[src/rtl/mc_ctrl_fsm.sv]
// Multi-cycle MIPS-subset control unit (R-type/lw/sw/beq/j/addi).
// Moore FSM; datapath controls are decoded from the current state, with
// memory-ready gating on the fetch loads and the memory-stall states.
module mc_ctrl_fsm #(
  parameter int unsigned WAIT_EN = 1,
  parameter int unsigned STATE_W = 4
) (
  input  logic               clk,
  input  logic               clear,
  input  logic [5:0]         opcode,
  input  logic               zero,
  input  logic               mem_ready,
  output logic               PCWrite,
  output logic               PCWriteCond,
  output logic               IorD,
  output logic               MemRead,
  output logic               MemWrite,
  output logic               IRWrite,
  output logic               MemtoReg,
  output logic               RegDst,
  output logic               RegWrite,
  output logic               ALUSrcA,
  output logic [1:0]         ALUSrcB,
  output logic [1:0]         ALUOp,
  output logic [1:0]         PCSource,
  output logic               illegal,
  output logic [STATE_W-1:0] state_o
);

  localparam logic [STATE_W-1:0] S_IF   = STATE_W'(0);
  localparam logic [STATE_W-1:0] S_ID   = STATE_W'(1);
  localparam logic [STATE_W-1:0] S_MADR = STATE_W'(2);
  localparam logic [STATE_W-1:0] S_MRD  = STATE_W'(3);
  localparam logic [STATE_W-1:0] S_LWB  = STATE_W'(4);
  localparam logic [STATE_W-1:0] S_MWR  = STATE_W'(5);
  localparam logic [STATE_W-1:0] S_REX  = STATE_W'(6);
  localparam logic [STATE_W-1:0] S_RWB  = STATE_W'(7);
  localparam logic [STATE_W-1:0] S_BEQ  = STATE_W'(8);
  localparam logic [STATE_W-1:0] S_JMP  = STATE_W'(9);
  localparam logic [STATE_W-1:0] S_IEX  = STATE_W'(10);
  localparam logic [STATE_W-1:0] S_IWB  = STATE_W'(11);

  localparam logic [5:0] OP_RTYPE = 6'b000000;
  localparam logic [5:0] OP_LW    = 6'b100011;
  localparam logic [5:0] OP_SW    = 6'b101011;
  localparam logic [5:0] OP_BEQ   = 6'b000100;
  localparam logic [5:0] OP_J     = 6'b000010;
  localparam logic [5:0] OP_ADDI  = 6'b001000;

  logic [STATE_W-1:0] state_q;
  logic [STATE_W-1:0] state_d;
  logic               ready;

  // With waiting disabled the memory is assumed to complete every access.
  assign ready   = (WAIT_EN != 0) ? mem_ready : 1'b1;
  assign state_o = state_q;

  // Next-state selection; unreachable codes fall back to fetch.
  always_comb begin
    state_d = state_q;
    case (state_q)
      S_IF:   if (ready) state_d = S_ID;
      S_ID: begin
        case (opcode)
          OP_RTYPE:    state_d = S_REX;
          OP_LW, OP_SW: state_d = S_MADR;
          OP_BEQ:      state_d = S_BEQ;
          OP_J:        state_d = S_JMP;
          OP_ADDI:     state_d = S_IEX;
          default:     state_d = S_IF;
        endcase
      end
      S_MADR: begin
        if (opcode == OP_LW)      state_d = S_MRD;
        else if (opcode == OP_SW) state_d = S_MWR;
        else                      state_d = S_IF;
      end
      S_MRD:  if (ready) state_d = S_LWB;
      S_LWB:  state_d = S_IF;
      S_MWR:  if (ready) state_d = S_IF;
      S_REX:  state_d = S_RWB;
      S_RWB:  state_d = S_IF;
      S_BEQ:  state_d = S_IF;
      S_JMP:  state_d = S_IF;
      S_IEX:  state_d = S_IWB;
      S_IWB:  state_d = S_IF;
      default: state_d = S_IF;
    endcase
  end

  // State register; clear abandons any instruction in flight.
  always_ff @(posedge clk) begin
    if (clear) state_q <= S_IF;
    else       state_q <= state_d;
  end

  // Datapath control decode; anything not set for a state stays 0.
  always_comb begin
    PCWrite     = 1'b0;
    PCWriteCond = 1'b0;
    IorD        = 1'b0;
    MemRead     = 1'b0;
    MemWrite    = 1'b0;
    IRWrite     = 1'b0;
    MemtoReg    = 1'b0;
    RegDst      = 1'b0;
    RegWrite    = 1'b0;
    ALUSrcA     = 1'b0;
    ALUSrcB     = 2'b00;
    ALUOp       = 2'b00;
    PCSource    = 2'b00;
    illegal     = 1'b0;
    case (state_q)
      S_IF: begin
        MemRead = 1'b1;
        ALUSrcB = 2'b01;
        // PC and IR load only on the completing fetch cycle.
        IRWrite = ready;
        PCWrite = ready;
      end
      S_ID: begin
        ALUSrcB = 2'b11;
        illegal = !(opcode inside {OP_RTYPE, OP_LW, OP_SW, OP_BEQ, OP_J, OP_ADDI});
      end
      S_MADR: begin
        ALUSrcA = 1'b1;
        ALUSrcB = 2'b10;
      end
      S_MRD: begin
        MemRead = 1'b1;
        IorD    = 1'b1;
      end
      S_LWB: begin
        RegWrite = 1'b1;
        MemtoReg = 1'b1;
      end
      S_MWR: begin
        MemWrite = 1'b1;
        IorD     = 1'b1;
      end
      S_REX: begin
        ALUSrcA = 1'b1;
        ALUOp   = 2'b10;
      end
      S_RWB: begin
        RegWrite = 1'b1;
        RegDst   = 1'b1;
      end
      S_BEQ: begin
        ALUSrcA     = 1'b1;
        ALUOp       = 2'b01;
        PCWriteCond = 1'b1;
        PCSource    = 2'b01;
      end
      S_JMP: begin
        PCWrite  = 1'b1;
        PCSource = 2'b10;
      end
      S_IEX: begin
        ALUSrcA = 1'b1;
        ALUSrcB = 2'b10;
        ALUOp   = 2'b11;
      end
      S_IWB: begin
        RegWrite = 1'b1;
      end
      default: ;
    endcase
  end

endmodule

[config.mk]
export PLATFORM = sky130hd
export DESIGN_NAME = mc_ctrl_fsm
export DESIGN_NICKNAME = d
export VERILOG_FILES = /design/src/rtl/mc_ctrl_fsm.sv
export SDC_FILE = /design/constraint.sdc
export NUM_CORES = 1
export LEC_CHECK = 0
export ABC_CLOCK_PERIOD_IN_PS = 2300
export CORE_ASPECT_RATIO = 0.6
export CORE_MARGIN = 10
export CORE_UTILIZATION = 25
export CTS_BUF_LIST = sky130_fd_sc_hd__clkbuf_4
export DETAILED_ROUTE_END_ITERATION = 10
export HOLD_SLACK_MARGIN = 0.1
export SYNTH_ARGS = -nofsm -noshare
export SYNTH_HDL_FRONTEND = slang
export SYNTH_SLANG_ARGS = --single-unit
export TNS_END_PERCENT = 1
[constraint.sdc]
create_clock -name clk -period 2.3 [get_ports clk]
set_input_delay 0.46 -clock clk [delete_from_list [all_inputs] [get_ports clk]]
set_output_delay 0.46 -clock clk [all_outputs]
set_load 0.005 [all_outputs]
==> results of run 1 <==
-- area by class of cell --
type                            count  area, um2
Timing Repair Buffer               56        478
Fill cell                         238       1090
Clock buffer                        3       22.5
Tap cell                           30       37.5
Sequential cell                     4       83.8
Inverter                            1       3.75
Multi-Input combinational cell     74        479
-- power by group --
| part | total [uW] | switching (uW) | internal, uW |
|---|---|---|---|
| Sequential | 75.3 | 3.61 | 71.7 |
| Combinational | 110 | 46.1 | 64.3 |
| Clock | 97.3 | 38.3 | 59.0 |
-- cells in the mapped netlist (all sizes together) --
cell,count
inv,1
nor3b,1
nand4b,1
nor3,5
o31a,1
nor2,10
or4,1
a32o,1
a31oi,1
and2b,1
nor2b,3
nor4b,1
and3,1
nor4,3
nand4,2
nand3,3
or3b,2
o41ai,1
xnor2,2
nand2b,5
o21ai,6
or2,1
a221oi,1
xor2,1
a211oi,2
nand2,5
dfxtp,4
a311o,1
or3,2
a21o,2
and2,3
o211a,1
buf,4
a21oi,4
clkbuf,4
-- cell families (layout without fill, tap and decap cells) --
kind of cell / after synthesis / after routing / share of synthesized area [%]
and+or+nand+nor: 50 / 50 / 48.9
AOI/OAI and AO/OA: 21 / 21 / 24.4
xor gates and xnor gates: 3 / 3 / 4.49
DFF: 4 / 4 / 13.7
buffers and inverters: 9 / 60 / 8.54
-- metal layers --
metal / GRT usage (%) / up-vias
met2: 14.3 / 50
met4: 4.11 / 0
met1: 12.6 / 357
met5: 0 / -
li1: - / 423
met3: 4.84 / 9
-- path summary, 6_finish.rpt --
path                            startpoint    endpoint  slack, ns
worst max register to register  state_o[0]  state_o[1]       0.80
worst max-delay path             opcode[1]     illegal       0.06
worst min-delay path            state_o[2]  state_o[3]       0.49
worst min register to register  state_o[2]  state_o[3]       0.49
-- per-stage QoR --
stage          total power [uW]  hold slack, ns
3_5_place_dp                180           0.521
5_1_grt                     298           0.483
4_1_cts                     282           0.538
3_3_place_gp                179           0.530
6_report                    283           0.488
2_1_floorplan               113           0.529
-- worst max-delay path, delay by kind of cell --
family / cells / cell delay, ns
buf+inv: 2 / 0.77
simple gates: 4 / 0.55
-- what timing repair did --
action                                 in CTS  in global routing
pin swaps                                   1                  3
setup buffers                              11                  0
resized for setup                          10                 13
endpoints found under the hold margin       0                  0
setup endpoints to repair                   2                  5
==> flow_summary.json, run 1 <==
{
  "port_buffers": 29,
  "fin_util_pct": 50.3,
  "critical_path.slowest_cell": "clkdlybuf4s50_1",
  "setup_slack_ns": 0.0593,
  "die_x_um": 82.5,
  "vias_per_cell": 4.99,
  "worstPathRequired_ns": 1.84,
  "synth.net_count": 97,
  "dpl.cell_count": 156,
  "cts.clk_slew.worst_paths_ns": 0.05,
  "antenna_cells": 0,
  "drt_pass1_iterations": 4,
  "cts_tree": "built",
  "largest_reg_flops": 4,
  "grt_pass1_wl_mm": 3.80,
  "rows": 13,
  "cts_buffers": 3,
  "final_cells": 168,
  "antenna_found_initial": 0,
  "syn_avg_cell_area_um2": 6.73,
  "netlist_instances": 87,
  "worst_pin_slew_ns": 0.282,
  "arrival_ns": 1.78,
  "clkLatencyLatePin_ns": 0.25,
  "ys_ff_latch": 4,
  "yosys_warnings": 0,
  "start_util_pct": 26.7,
  "fp.coreArea_um2": 2200,
  "grt_pass1_vias": 779,
  "worst_path_largest_cell_delay_ns": 0.52,
  "r2r_cells": 5,
  "post-place-ws_ns": -0.443,
  "drt-initial-drc-count": 52,
  "dpl_cell_area_um2": 1000,
  "final_cell_mix": "buf_4 (27), clkdlybuf4s50_1 (22), nor2_1 (10)",
  "max_freq_ghz": 0.446,
  "synth_area_um2": 586,
  "post_drt_wl_per_cell_um": 15.0,
  "dr_wl_met3_um": 385,
  "cp_max_fo": 3,
  "grt.overflow.total": 0,
  "min_period_over_period_pct": 97.4,
  "grt_max_degree": 16,
  "routed_wirelength_mm": 2.53,
  "drv_slew": 0,
  "drc_errors": 0,
  "globalplace.congestion": 0.840,
  "finalSetupViolations": 0,
  "final.setup.tns_ns": 0,
  "wirelength_met1_mm": 1.02,
  "cp-start-kind": "input pin",
  "nNetsFinal": 150,
  "drv_cap": 0,
  "hold_violations": 0,
  "cts_root_buf": "clkbuf_4",
  "dieArea_um2": 4740,
  "cp-end-kind": "primary output",
  "ant_nets": 0,
  "maxSlewHeadroom_pct": 81.0,
  "synth.distinct_cells": 40,
  "route.met2.wl_mm": 1.06,
  "ys_top_cells_by_area": "dfxtp_1 (14%), nor2_1 (6.4%), nand2b_1 (5.3%)",
  "final_common_cell": "buf_4",
  "holdBufCountCts": 0,
  "status": "completed",
  "worst_ir_drop_vdd_mv": 0.109,
  "p_per_area_nw_per_um2": 256,
  "synth_area_leader_cell": "dfxtp_1",
  "drive_above_1_share_pct": 33.3,
  "seq_area_frac_synth_pct": 13.7,
  "grtUsageTotal_pct": 10.1,
  "leakagePower_uw": 0.000469,
  "place_hpwl_mm": 1.82,
  "fin_skew_ns": 0.0113,
  "die_y_um": 57.5,
  "hold_path_class": "reg2reg",
  "via_count": 839,
  "io_pins": 31,
  "fin_crit_ns": 2.24,
  "critPathKind": "in2out",
  "highest_layer": "met4",
  "design_area_um2": 1100,
  "synth.top_cell.area_share_pct": 13.7,
  "cts_buffer_depth": 2,
  "area_growth_pct": 88.7,
  "h-tree-depth": 1,
  "path_cells": "clkdlybuf4s50_1 -> nand3_2 -> or3_1 -> nand4_1 -> nor2_1 -> dlygate4sd2_1",
  "worstHoldPathCells": 1,
  "clock_sinks": 4
}
No activity file was read; power rests on OpenSTA's default activity.
==> inputs of run 2 (changes only) <==
Settings changed: DONT_BUFFER_PORTS set to 1, SETUP_SLACK_MARGIN set to 0.1.
==> flow_summary.json, run 2 (synthesis results as in run 1) <==
{
  "pwr-share-comb_pct": 21.4,
  "port_buffers": 0,
  "holdBufCountCts": 0,
  "dpl_cell_area_um2": 614,
  "drv_slew": 0,
  "fin_crit_ns": 2.04,
  "cp-end-kind": "primary output",
  "fin_skew_ns": 0.00187,
  "drc_errors": 0,
  "grt.overflow.total": 0,
  "dieArea_um2": 4740,
  "fin_util_pct": 29.0,
  "post_drt_wl_per_cell_um": 17.9,
  "drv_cap": 0,
  "rows": 13,
  "post_cts_buffers": 0,
  "rsz0062_at_grt": "no",
  "worst_ir_drop_vdd_mv": 0.114,
  "hold_violations": 0,
  "seqPwrFrac_pct": 37.2,
  "drive_above_1_share_pct": 16.1,
  "critPathKind": "reg2out",
  "maxSlewHeadroom_pct": 63.5,
  "cts_buffers": 3,
  "fp.coreArea_um2": 2200,
  "die_y_um": 57.5,
  "drt_pass1_iterations": 4,
  "design_area_um2": 637,
  "min_period_over_period_pct": 88.7,
  "worst_pin_slew_ns": 0.547,
  "cts_tree": "built",
  "grt_pass1_vias": 615,
  "drt-initial-drc-count": 31,
  "hold_path_class": "in2reg",
  "cp-start-kind": "flip-flop",
  "cts.clk_slew.worst_paths_ns": 0.04,
  "switching_share_pct": 28.0,
  "max_freq_ghz": 0.490,
  "dpl.cell_count": 114,
  "antenna_cells": 0,
  "final_common_cell": "nor2_1",
  "ant_nets": 0,
  "via_count": 674,
  "worstPathRequired_ns": 1.84,
  "grtUsageTotal_pct": 8.67,
  "vias_per_cell": 5.76,
  "postCtsResizedCells": 0,
  "grt_max_degree": 18,
  "start_util_pct": 26.7,
  "io_pins": 31,
  "largest_reg_flops": 4,
  "place_hpwl_mm": 1.72,
  "globalplace.congestion": 0.800,
  "cts_root_buf": "clkbuf_4",
  "finalSetupViolations": 0,
  "switching_power_uw": 59.1,
  "nNetsFinal": 99,
  "status": "completed",
  "final_cells": 117,
  "final.setup.tns_ns": 0,
  "h-tree-depth": 1,
  "leakagePower_uw": 0.000225,
  "grt_pass1_wl_mm": 3.15,
  "p_int_uw": 152,
  "clkLatencyLatePin_ns": 0.23,
  "final_cell_mix": "nor2_1 (10), o21ai_0 (6)",
  "clkPwrFrac_pct": 41.4,
  "routed_wirelength_mm": 2.09,
  "antenna_found_initial": 0,
  "fill_cells": 251,
  "arrival_ns": 1.58,
  "cts_buffer_depth": 2,
  "p_per_area_nw_per_um2": 332,
  "area_growth_pct": 8.76,
  "die_x_um": 82.5,
  "cp_max_fo": 17,
  "clock_sinks": 4
}
==> run 2: cell types whose count changed in the layout (fill, tap and decap cells not counted), sizes merged <==
cell	before	now
dlymetal6s2s	1	0
dlygate4sd2	2	0
clkbuf	6	3
clkdlybuf4s15	1	0
buf	27	5
clkdlybuf4s50	22	0
==> run 2: routing by layer <==
| metal | vias up | track usage, % | share of wire, % |
|---|---|---|---|
| met3 | 0 | 7.81 | 20 |
| met1 | 305 | 10.9 | 44 |
| met4 | 0 | 0.725 | 0 |
| met2 | 48 | 10.9 | 36 |
| li1 | 321 | - | - |
| met5 | - | 0 | 0 |
==> run 2: cell type report <==
| type | instances | area (um2) | share of cell area, % |
|---|---|---|---|
| flip-flops and latches | 4 | 80.1 | 12.6 |
| clock buffers | 3 | 22.5 | 3.54 |
| multi-input cells | 74 | 455 | 71.5 |
| repair buffers | 5 | 37.5 | 5.89 |
| inverters | 1 | 3.75 | 0.589 |
| well taps | 30 | 37.5 | 5.89 |
==> run 2: power groups by stage <==
stage	Combinational, uW	Clock (uW)	Sequential [uW]
floorplan	38.6	0	74.8
global placement	44.4	0	79.6
detailed placement	46.0	0	79.7
CTS	46.2	92.9	78.5
global route	51.7	101	79.1
finish	45.2	87.6	78.7
==> run 2: through the flow <==
step	total power (uW)	setup WS, ns	hold slack [ns]
6_report	211	0.260	0.299
5_1_grt	232	0.133	0.281
4_1_cts	218	0.251	0.289
3_5_place_dp	126	0.298	0.540
3_3_place_gp	124	0.344	0.537
2_1_floorplan	113	0.449	0.529
==> run 2: worst paths after layout <==
path | slack [ns] | depth (start not counted) | end | from
worst max-delay path | 0.26 | 3 | PCWrite | state_o[0]
worst min-delay path | 0.30 | 1 | state_o[3] | clear
worst max register to register | 0.61 | 5 | state_o[1] | state_o[0]
worst min register to register | 0.70 | 3 | state_o[2] | state_o[2]
==> run 2: critical path, cell delays in order, from the launching register on <==
cell and delay, ns:
dfxtp_1 0.66, nor2_1 0.14, and3_1 0.25, or2_2 0.30
==> inputs of run 3 (changes only) <==
Settings changed: SLEW_MARGIN set to 20.
==> results of run 3 <==
No change in the layout: final DEF, timing and power equal those of run 2.
